<file path="config.mk">
export PLATFORM = sky130hd
export DESIGN_NAME = ag32gbd_ram_read_flat
export DESIGN_NICKNAME = d
export VERILOG_FILES = /design/src/rtl/ag32gbd_ram_read_if.sv /design/src/rtl/ag32gbd_ram_read.sv /design/src/flat_wrapper.sv
export SDC_FILE = /design/constraint.sdc
export NUM_CORES = 1
export LEC_CHECK = 0
export ABC_AREA = 0
export BUFFER_PORTS_ARGS = -buffer_cell sky130_fd_sc_hd__buf_2
export CAP_MARGIN = 20
export CORE_MARGIN = 2
export CORE_UTILIZATION = 55
export CTS_CLUSTER_SIZE = 28
export DETAILED_ROUTE_END_ITERATION = 10
export GPL_ROUTABILITY_DRIVEN = 0
export PLACE_DENSITY = 0.77
export SETUP_SLACK_MARGIN = 0.4
export SLEW_MARGIN = 20
export SYNTH_ARGS = -nofsm -noshare
export SYNTH_HDL_FRONTEND = slang
export SYNTH_SLANG_ARGS = --single-unit
</file>
<file path="constraint.sdc">
create_clock -name sys_clock -period 5.9 [get_ports sys_clock]
set_input_delay 0.295 -clock sys_clock [delete_from_list [all_inputs] [get_ports sys_clock]]
set_output_delay 0.295 -clock sys_clock [all_outputs]
set_load 0.02 [all_outputs]
</file>
<file path="src/rtl/ag32gbd_ram_read_if.sv">
// ============================================================================
// Module      : ag32gbd_ram_read_if
// Description : Bundle of the control, SRAM-read and buffer-write signals of
//               the ag32gbd_ram_read block.
//               slave  modport : the reader (drives SRAM controls, buffer req)
//               master modport : the environment (start, SRAM data, buffer ack)
//   StartRead            level start request, rising edge starts a block
//   RoundSel             4-bit SRAM page select, latched at start
//   Gbd_Reading_Ram      busy flag for the whole block
//   BlockReadDone        one-cycle completion pulse
//   Ram_Reading_*        SRAM address / nCS / nOE / data
//   WriteBuffer*         buffer write request, offset, data, acknowledge
// Revision    : 1.0 - initial release
// ============================================================================
`default_nettype none

interface ag32gbd_ram_read_if;
    logic        StartRead;
    logic [3:0]  RoundSel;
    logic        Gbd_Reading_Ram;
    logic        BlockReadDone;
    logic [11:0] Ram_Reading_Addr_Low;
    logic        Ram_Reading_nCS;
    logic        Ram_Reading_nOE;
    logic [7:0]  Ram_Reading_Data;
    logic        WriteBufferReq;
    logic [9:0]  WriteBufferOffset;
    logic [7:0]  WriteBufferData;
    logic        WriteBufferAck;

    modport slave (
        input  StartRead,
        input  RoundSel,
        input  Ram_Reading_Data,
        input  WriteBufferAck,
        output Gbd_Reading_Ram,
        output BlockReadDone,
        output Ram_Reading_Addr_Low,
        output Ram_Reading_nCS,
        output Ram_Reading_nOE,
        output WriteBufferReq,
        output WriteBufferOffset,
        output WriteBufferData
    );

    modport master (
        output StartRead,
        output RoundSel,
        output Ram_Reading_Data,
        output WriteBufferAck,
        input  Gbd_Reading_Ram,
        input  BlockReadDone,
        input  Ram_Reading_Addr_Low,
        input  Ram_Reading_nCS,
        input  Ram_Reading_nOE,
        input  WriteBufferReq,
        input  WriteBufferOffset,
        input  WriteBufferData
    );
endinterface

`default_nettype wire

</file>
<file path="src/rtl/ag32gbd_ram_read.sv">
// ============================================================================
// Module      : ag32gbd_ram_read
// Description : Reads one 256-byte page {RoundSel, 8'hxx} from an async SRAM
//               as 128 byte pairs, bit-interleaves each pair into two bytes
//               and writes them to a buffer through a req/ack handshake.
//   sys_clock   clock, rising edge
//   sys_reset   asynchronous, active-high reset
//   bus         ag32gbd_ram_read_if.slave (start, SRAM read port, buffer port)
//   CE_SETUP    cycles of nCS low before the first read
//   READ_WAIT   cycles of address/nOE valid before each data sample
// Revision    : 1.0 - initial release
// ============================================================================
`default_nettype none

module ag32gbd_ram_read #(
    parameter int unsigned CE_SETUP  = 10,
    parameter int unsigned READ_WAIT = 6
) (
    input  wire logic          sys_clock,
    input  wire logic          sys_reset,
    ag32gbd_ram_read_if.slave  bus
);

    // One shared counter times both the chip-enable setup and the read wait.
    localparam int unsigned c_CNT_MAX = (CE_SETUP > READ_WAIT) ? CE_SETUP : READ_WAIT;
    localparam int unsigned c_CNT_W   = (c_CNT_MAX > 1) ? $clog2(c_CNT_MAX) : 1;
    localparam logic [c_CNT_W-1:0] c_SETUP_LAST = c_CNT_W'(CE_SETUP - 1);
    localparam logic [c_CNT_W-1:0] c_WAIT_LAST  = c_CNT_W'(READ_WAIT - 1);
    localparam logic [c_CNT_W-1:0] c_CNT_ONE    = c_CNT_W'(1);

    typedef enum logic [2:0] {
        S_IDLE  = 3'd0,
        S_SETUP = 3'd1,
        S_RD0   = 3'd2,
        S_RD1   = 3'd3,
        S_WB0   = 3'd4,
        S_WB1   = 3'd5,
        S_NEXT  = 3'd6
    } state_t;

    state_t             state_q;
    logic [1:0]         start_hist_q;
    logic [3:0]         round_q;
    logic [4:0]         ix_q;
    logic [2:0]         iy_q;
    logic [7:0]         offset_q;
    logic [c_CNT_W-1:0] cnt_q;
    logic [7:0]         b0_q;
    logic [7:0]         b1_q;
    logic               busy_q;
    logic               done_q;
    logic [11:0]        addr_q;
    logic               ncs_q;
    logic               noe_q;
    logic               req_q;
    logic [9:0]         wb_off_q;
    logic [7:0]         wb_data_q;

    logic               w_start_edge;
    logic               w_last_pair;
    logic [7:0]         offset_d;
    logic [9:0]         wb_off_even_d;
    logic [9:0]         wb_off_odd_d;
    logic [7:0]         wb_data_hi_d;
    logic [7:0]         wb_data_lo_d;

    // History resets to "high" so a StartRead already high at reset release
    // must first drop before it can produce an edge.
    assign w_start_edge  = start_hist_q[0] & ~start_hist_q[1];
    assign w_last_pair   = (iy_q == 3'd7) && (ix_q == 5'h1E);
    assign offset_d      = offset_q + 8'd2;
    assign wb_off_even_d = {2'b00, iy_q, ix_q[4:1], 1'b0};
    assign wb_off_odd_d  = {2'b00, iy_q, ix_q[4:1], 1'b1};

    // Interleave the pair: b1 supplies the odd bits, b0 the even bits.
    always_comb begin
        wb_data_hi_d = 8'h00;
        wb_data_lo_d = 8'h00;
        for (int j = 0; j < 4; j++) begin
            wb_data_hi_d[2*j]     = b0_q[4+j];
            wb_data_hi_d[2*j + 1] = b1_q[4+j];
            wb_data_lo_d[2*j]     = b0_q[j];
            wb_data_lo_d[2*j + 1] = b1_q[j];
        end
    end

    always_ff @(posedge sys_clock or posedge sys_reset) begin
        if (sys_reset) begin
            state_q      <= S_IDLE;
            start_hist_q <= 2'b11;
            round_q      <= 4'h0;
            ix_q         <= 5'h00;
            iy_q         <= 3'd0;
            offset_q     <= 8'h00;
            cnt_q        <= '0;
            b0_q         <= 8'h00;
            b1_q         <= 8'h00;
            busy_q       <= 1'b0;
            done_q       <= 1'b0;
            addr_q       <= 12'h000;
            ncs_q        <= 1'b1;
            noe_q        <= 1'b1;
            req_q        <= 1'b0;
            wb_off_q     <= 10'h000;
            wb_data_q    <= 8'h00;
        end else begin
            start_hist_q <= {start_hist_q[0], bus.StartRead};
            done_q       <= 1'b0;

            case (state_q)
                S_IDLE: begin
                    if (w_start_edge) begin
                        state_q  <= S_SETUP;
                        round_q  <= bus.RoundSel;
                        ix_q     <= 5'h00;
                        iy_q     <= 3'd0;
                        offset_q <= 8'h00;
                        cnt_q    <= '0;
                        ncs_q    <= 1'b0;
                        busy_q   <= 1'b1;
                    end
                end

                S_SETUP: begin
                    if (cnt_q == c_SETUP_LAST) begin
                        state_q <= S_RD0;
                        cnt_q   <= '0;
                        addr_q  <= {round_q, offset_q};
                        noe_q   <= 1'b0;
                    end else begin
                        cnt_q <= cnt_q + c_CNT_ONE;
                    end
                end

                // nOE rises together with the sample so the second byte of the
                // pair always sees a high-nOE gap cycle before its own window.
                S_RD0: begin
                    if (cnt_q == c_WAIT_LAST) begin
                        state_q <= S_RD1;
                        b0_q    <= bus.Ram_Reading_Data;
                        noe_q   <= 1'b1;
                        addr_q  <= {round_q, offset_q[7:1], 1'b1};
                        cnt_q   <= '0;
                    end else begin
                        cnt_q <= cnt_q + c_CNT_ONE;
                    end
                end

                S_RD1: begin
                    if (noe_q) begin
                        noe_q <= 1'b0;
                        cnt_q <= '0;
                    end else if (cnt_q == c_WAIT_LAST) begin
                        state_q <= S_WB0;
                        b1_q    <= bus.Ram_Reading_Data;
                        noe_q   <= 1'b1;
                    end else begin
                        cnt_q <= cnt_q + c_CNT_ONE;
                    end
                end

                // Each write state spends one cycle with Req low before raising
                // it, which also provides the low gap between two requests.
                S_WB0: begin
                    if (!req_q) begin
                        req_q     <= 1'b1;
                        wb_off_q  <= wb_off_even_d;
                        wb_data_q <= wb_data_hi_d;
                    end else if (bus.WriteBufferAck) begin
                        req_q   <= 1'b0;
                        state_q <= S_WB1;
                    end
                end

                S_WB1: begin
                    if (!req_q) begin
                        req_q     <= 1'b1;
                        wb_off_q  <= wb_off_odd_d;
                        wb_data_q <= wb_data_lo_d;
                    end else if (bus.WriteBufferAck) begin
                        req_q   <= 1'b0;
                        state_q <= S_NEXT;
                    end
                end

                S_NEXT: begin
                    offset_q <= offset_d;
                    if (w_last_pair) begin
                        state_q <= S_IDLE;
                        ncs_q   <= 1'b1;
                        noe_q   <= 1'b1;
                        addr_q  <= 12'h000;
                        done_q  <= 1'b1;
                        busy_q  <= 1'b0;
                    end else begin
                        if (iy_q != 3'd7) begin
                            iy_q <= iy_q + 3'd1;
                        end else begin
                            iy_q <= 3'd0;
                            ix_q <= ix_q + 5'd2;
                        end
                        state_q <= S_RD0;
                        cnt_q   <= '0;
                        addr_q  <= {round_q, offset_d};
                        noe_q   <= 1'b0;
                    end
                end

                default: begin
                    state_q <= S_IDLE;
                    ncs_q   <= 1'b1;
                    noe_q   <= 1'b1;
                    addr_q  <= 12'h000;
                    req_q   <= 1'b0;
                    busy_q  <= 1'b0;
                end
            endcase
        end
    end

    assign bus.Gbd_Reading_Ram      = busy_q;
    assign bus.BlockReadDone        = done_q;
    assign bus.Ram_Reading_Addr_Low = addr_q;
    assign bus.Ram_Reading_nCS      = ncs_q;
    assign bus.Ram_Reading_nOE      = noe_q;
    assign bus.WriteBufferReq       = req_q;
    assign bus.WriteBufferOffset    = wb_off_q;
    assign bus.WriteBufferData      = wb_data_q;

endmodule

`default_nettype wire
</file>
<file path="src/flat_wrapper.sv">
// flat-port wrapper written by rule: the top's interface ports become plain ports
module ag32gbd_ram_read_flat 
#(
    parameter int unsigned CE_SETUP  = 10,
    parameter int unsigned READ_WAIT = 6
)
  (sys_clock, sys_reset, bus_StartRead, bus_RoundSel, bus_Ram_Reading_Data, bus_WriteBufferAck, bus_Gbd_Reading_Ram, bus_BlockReadDone, bus_Ram_Reading_Addr_Low, bus_Ram_Reading_nCS, bus_Ram_Reading_nOE, bus_WriteBufferReq, bus_WriteBufferOffset, bus_WriteBufferData);
  ag32gbd_ram_read_if bus_i ();
  input  wire logic sys_clock;
  input  wire logic sys_reset;
  input wire logic [$bits(bus_i.StartRead)-1:0] bus_StartRead;
  input wire logic [$bits(bus_i.RoundSel)-1:0] bus_RoundSel;
  input wire logic [$bits(bus_i.Ram_Reading_Data)-1:0] bus_Ram_Reading_Data;
  input wire logic [$bits(bus_i.WriteBufferAck)-1:0] bus_WriteBufferAck;
  output wire logic [$bits(bus_i.Gbd_Reading_Ram)-1:0] bus_Gbd_Reading_Ram;
  output wire logic [$bits(bus_i.BlockReadDone)-1:0] bus_BlockReadDone;
  output wire logic [$bits(bus_i.Ram_Reading_Addr_Low)-1:0] bus_Ram_Reading_Addr_Low;
  output wire logic [$bits(bus_i.Ram_Reading_nCS)-1:0] bus_Ram_Reading_nCS;
  output wire logic [$bits(bus_i.Ram_Reading_nOE)-1:0] bus_Ram_Reading_nOE;
  output wire logic [$bits(bus_i.WriteBufferReq)-1:0] bus_WriteBufferReq;
  output wire logic [$bits(bus_i.WriteBufferOffset)-1:0] bus_WriteBufferOffset;
  output wire logic [$bits(bus_i.WriteBufferData)-1:0] bus_WriteBufferData;
  assign bus_i.StartRead = bus_StartRead;
  assign bus_i.RoundSel = bus_RoundSel;
  assign bus_i.Ram_Reading_Data = bus_Ram_Reading_Data;
  assign bus_i.WriteBufferAck = bus_WriteBufferAck;
  assign bus_Gbd_Reading_Ram = bus_i.Gbd_Reading_Ram;
  assign bus_BlockReadDone = bus_i.BlockReadDone;
  assign bus_Ram_Reading_Addr_Low = bus_i.Ram_Reading_Addr_Low;
  assign bus_Ram_Reading_nCS = bus_i.Ram_Reading_nCS;
  assign bus_Ram_Reading_nOE = bus_i.Ram_Reading_nOE;
  assign bus_WriteBufferReq = bus_i.WriteBufferReq;
  assign bus_WriteBufferOffset = bus_i.WriteBufferOffset;
  assign bus_WriteBufferData = bus_i.WriteBufferData;
  ag32gbd_ram_read #(.CE_SETUP(CE_SETUP), .READ_WAIT(READ_WAIT)) u_core (.sys_clock(sys_clock), .sys_reset(sys_reset), .bus(bus_i));
endmodule
</file>
# After elaboration in Yosys (flattened, before gate mapping)
# Index checks and enable logic that the tools add are counted.
# classes
n_addsub	4
n_eq_ne	26
n_mux	54
bitwise_logic	6
n_reduce_logical	22
# ops
operator	count
$pmux 12 s4	1
$mux 12	3
$mux 3	12
$pmux 8 s2	2
$mux 4	6
$mux 8	3
$pmux 3 s7	1
$mux 10	2
$pmux 10 s2	1
$pmux 4 s5	1
$reduce_and 3->1	6
$mux 5	3
$ne 2x1->1 const B	7
$ne 2x2->1 const B	7
$eq 3x3->1 const B	4
$mux 1	12
$pmux 5 s2	1
$reduce_or 5->1	2
$reduce_and 9->1	1
$add 8x2->8 const B	1
$reduce_and 4->1	2
$eq 3x2->1 const B	2
$pmux 1 s3	2
$pmux 3 s2	1
other kinds (22)	29
# totals
reg_bits	80
in_bits	16
elab_cells	129

# Longest topological paths before layout
# depth
word_depth	4
ltp_mapped	7
depth_no_buf	6

# Worst setup path after synthesis
# OpenSTA, ideal clock, no wires.
# synth_timing
kind	reg2reg
from	register u_core.iy_q[0]
to	register u_core.ix_q[1]
setup_time_ns	0.079
t_arrival_ns	1.788
t_required_ns	5.821
setup_slack_ns	4.032
stages_incl_launch_ff	8
path_buffers	1
period_less_slack_ns	1.868
path_cell_list	dfrtp_1 -> ha_1 -> ha_1 -> and4_1 -> buf_2 -> a21oi_2 -> and2_1 -> mux2i_1
# synth_via
elab_chain_len	4
word_cells_on_any_way	6
# synth_lines
item	line	rtl
from (decl)	ag32gbd_ram_read.sv:45	logic [2:0] iy_q;
from (signal assigned)	ag32gbd_ram_read.sv:197	iy_q <= iy_q + 3'd1;
$eq 3x3->1	ag32gbd_ram_read.sv:70	assign w_last_pair = (iy_q == 3'd7) && (ix_q == 5'h1E);
$logic_and 1x1->1	ag32gbd_ram_read.sv:70	
$ne 2x2->1 (no source line)	-	
$reduce_and 4->1 (no source line) (*)	-	
to (signal assigned)	ag32gbd_ram_read.sv:200	ix_q <= ix_q + 5'd2;
to (decl)	ag32gbd_ram_read.sv:44	logic [4:0] ix_q;
# Mark *: on every way between the ends. The rest lies on a longest branch, timed or not.
# A chain may end at the register's enable or synchronous reset.

# Worst setup path after layout
# layout_timing
from	register u_core.state_q[2]
to	register u_core.wb_off_q[4] (netlist: u_core.bus.WriteBufferOffset[4])
# layout_via
elab_chain_len	3
word_cells_on_any_way	7
# layout_lines
item	line	rtl
from (decl)	ag32gbd_ram_read.sv:41	state_t state_q;
from (signal assigned)	ag32gbd_ram_read.sv:89	state_q <= S_IDLE;
from (signal assigned)	ag32gbd_ram_read.sv:113	state_q <= S_SETUP;
from (signal assigned)	ag32gbd_ram_read.sv:126	state_q <= S_RD0;
$eq 3x3->1	ag32gbd_ram_read.sv:110	case (state_q)
$ne 2x2->1 (no source line) or $reduce_bool 2->1 (tied branches)	-	
$reduce_and 3->1 (no source line)	-	
to (signal assigned)	ag32gbd_ram_read.sv:167	wb_off_q <= wb_off_even_d;
to (signal assigned)	ag32gbd_ram_read.sv:178	wb_off_q <= wb_off_odd_d;
to (decl)	ag32gbd_ram_read.sv:56	logic [9:0] wb_off_q;
# Parallel ways exist; a longest one is shown, timed or not.

==> impl_metrics.env <==
export IMPL_total_power_w=0.00192
export IMPL_endpoint_kind="flop"
export IMPL_netlist_area_um2=3610
export IMPL_min_period_ns=2.25
export IMPL_synth_cell_type_count=60
export IMPL_root_buffer="clkbuf_8"
export IMPL_critPathRequiredTime_ns=6.14
export IMPL_min_path_type="in2reg"
export IMPL_clk_latency_ns=0.35
export IMPL_critical_path_class="reg2reg"
export IMPL_worstPathMaxFanout=20
export IMPL_grtUsageTotal=0.219
export IMPL_yosys_area_top_type="dfrtp_1"
export IMPL_die_x_um=85.0
export IMPL_synthFlopType="dfrtp_1"
export IMPL_grt_max_degree=77
export IMPL_ys_seq_elements=76
export IMPL_portBuffers=48
export IMPL_crit_chain="inv_1 > nor3_2 > buf_4 > mux2_2"
export IMPL_slew_headroom=0.369
export IMPL_fin_worst_skew_ns=0.00726
export IMPL_cp_start_kind="flop"
export IMPL_synthMostInstantiatedCell="dfrtp_1"
export IMPL_fmax_mhz=444
export IMPL_seq_area_frac_synth=0.528
export IMPL_fin_ws_ns=3.65
export IMPL_vias=2608
export IMPL_wl_per_cell_um=15.7
export IMPL_cap_violations=0
export IMPL_cp_arrival_ns=2.50
export IMPL_start_util=0.569
export IMPL_slowest_delay_ns=0.76
export IMPL_cts_tree="done"
export IMPL_cpMaxStageDelayCell="dfrtp_1"
export IMPL_io_pins=51
export IMPL_tightest_slew_ns=0.946
export IMPL_setup_tns_ns=0
export IMPL_clkTransAtPathRegs_ns=0.08
export IMPL_postSynthAreaPerCell_um2=11.2
export IMPL_routed_wl_mm=7.11
export IMPL_fp_dieH_um=85.0
export IMPL_postRouteAntennaNets=0
export IMPL_cts_resized=0
export IMPL_post_cts_setup_buffer_count=0
export IMPL_core_rowCount=29
export IMPL_antenna_found_initial=0
export IMPL_die_area_um2=7230
export IMPL_ys_async_sr_fraction=1.00
export IMPL_grt_pass1_vias=2560
export IMPL_dpl_hpwl_mm=4.89
export IMPL_ys_top_cells_by_count="72 x dfrtp_1, 30 x nand2_1, 22 x a21oi_1, 20 x mux2_2, 16 x inv_1"
export IMPL_yosysWarnings=0
export IMPL_numClockSinks=76
export IMPL_cts_path_max_buffers=2
export IMPL_fin_crit_sh=0.382
export IMPL_synthTopCellsByArea="dfrtp_1 50%, mux2_2 6.2%, mux2i_1 3.9%"
export IMPL_slew_violations=0
export IMPL_hold_viol_final=0
export IMPL_synthCells=322
export IMPL_synth_edf_count=0
export IMPL_place_area_um2=3890
export IMPL_fillers=504
export IMPL_power_leakage_nw=2.00
export IMPL_power_density_nw_per_um2=466
export IMPL_grt_pass1_wl_mm=12.4
export IMPL_finalSetupViolCount=0
export IMPL_vias_per_cell=5.77
export IMPL_netlist_area_leader_share=0.499
export IMPL_vdd_ir_drop_worst_mv=0.296
export IMPL_rsz0062_at_grt="no"
export IMPL_drt_initial_drc_count=120
export IMPL_fin_nets=392
export IMPL_first_pass_iters=4
export IMPL_fin_area_um2=4110
export IMPL_place_ws_ns=3.70
export IMPL_layout_drive_gt1_share=0.285
export IMPL_instances_no_fill=452
export IMPL_placed_cells=436
export IMPL_ctsHoldBuffers=0
export IMPL_area_growth_pct=13.8
export IMPL_n_antenna_cell=0
export IMPL_route_detailed_drc=0
export IMPL_htreeDepth=3
export IMPL_overflow=0
export IMPL_fp_coreArea_um2=6350
export IMPL_cts_buffers=9
export IMPL_status="completed"
where the power goes:
group,internal [W],switching [W],leakage (nW)
Clock,0.000239,0.000202,0.0981
Sequential,0.000675,0.000143,0.976
Combinational,0.000281,0.000376,0.931
worst max-delay path, delay by kind of cell (launching register included):
| kind | cells | cell delay (ns) |
|---|---|---|
| simple gates | 1 | 0.51 |
| flops | 1 | 0.76 |
| buf+inv | 2 | 0.51 |
| mux | 1 | 0.36 |
metal layers:
layer  track usage  wire length (um)
met5             0                 0
met4        0.0866                97
met3        0.0623               349
met2         0.339              3390
met1         0.295              3270
metrics by stage:
step                hold WS [ns]   util
floorplan                  0.299      -
global placement           0.369  0.612
detailed placement         0.370  0.612
CTS                       0.0136  0.647
global route              0.0118  0.647
finish                    0.0338  0.647
final cells by class:
type,count,area [um2],share of cell area
Sequential cell,76,1910,0.464
Timing Repair Buffer,51,263,0.0639
Multi-Input combinational cell,216,1560,0.380
Tap cell,77,96.3,0.0234
Inverter,16,60.1,0.0146
Clock buffer,9,124,0.0301
Clock inverter,7,98.8,0.0240
flip-flops by register name (all words and copies together) (netlist names), 4 cells and up:
signal,count
u_core.ix_q,4
u_core.bus.Ram_Reading_Addr_Low,12
u_core.round_q,4
u_core.b0_q,8
u_core.bus.WriteBufferData,8
u_core.b1_q,8
u_core.bus.WriteBufferOffset,8
u_core.cnt_q,4
u_core.offset_q,7
logic make-up after synthesis:
family / synth area share
compound gates: 0.144
buf+inv: 0.0405
other cells: 0.00104
fa+ha+maj: 0.0208
mux: 0.126
simple gates: 0.140
flops: 0.528
worst paths after layout:
check	endpoint	startpoint	cells after the start	slack, ns
min in group asynchronous	u_core.cnt_q[1]	sys_reset	3	0.22
max in group asynchronous	u_core.b0_q[6]	sys_reset	3	5.07
worst min-delay path	u_core.start_hist_q[0]	bus_StartRead	1	0.03
worst max-delay path	u_core.bus.WriteBufferOffset[4]	u_core.state_q[2]	4	3.65
worst max register to register	u_core.bus.WriteBufferOffset[4]	u_core.state_q[2]	4	3.65
worst min register to register	u_core.start_hist_q[1]	u_core.start_hist_q[0]	0	0.38
layout by cell type (no fill, tap or decap), drive strengths merged, types with 3 or more instances in the layout:
cell | netlist | routed
dfrtp | 72 | 72
buf | 12 | 51
nand2 | 31 | 31
mux2 | 28 | 28
a21oi | 24 | 24
inv | 16 | 17
nor2 | 16 | 16
mux2i | 14 | 14
o21ai | 13 | 13
nand3 | 11 | 11
clkbuf | 3 | 9
ha | 6 | 6
o22ai | 5 | 5
nand2b | 5 | 5
and3 | 5 | 5
a22o | 5 | 5
nor2b | 4 | 4
a211oi | 4 | 4
clkinvlp | 0 | 4
dfstp | 4 | 4
nor3 | 4 | 4
and3b | 3 | 3
o311ai | 3 | 3
nand3b | 3 | 3
Note: power is estimated with default switching activity, not from simulation.
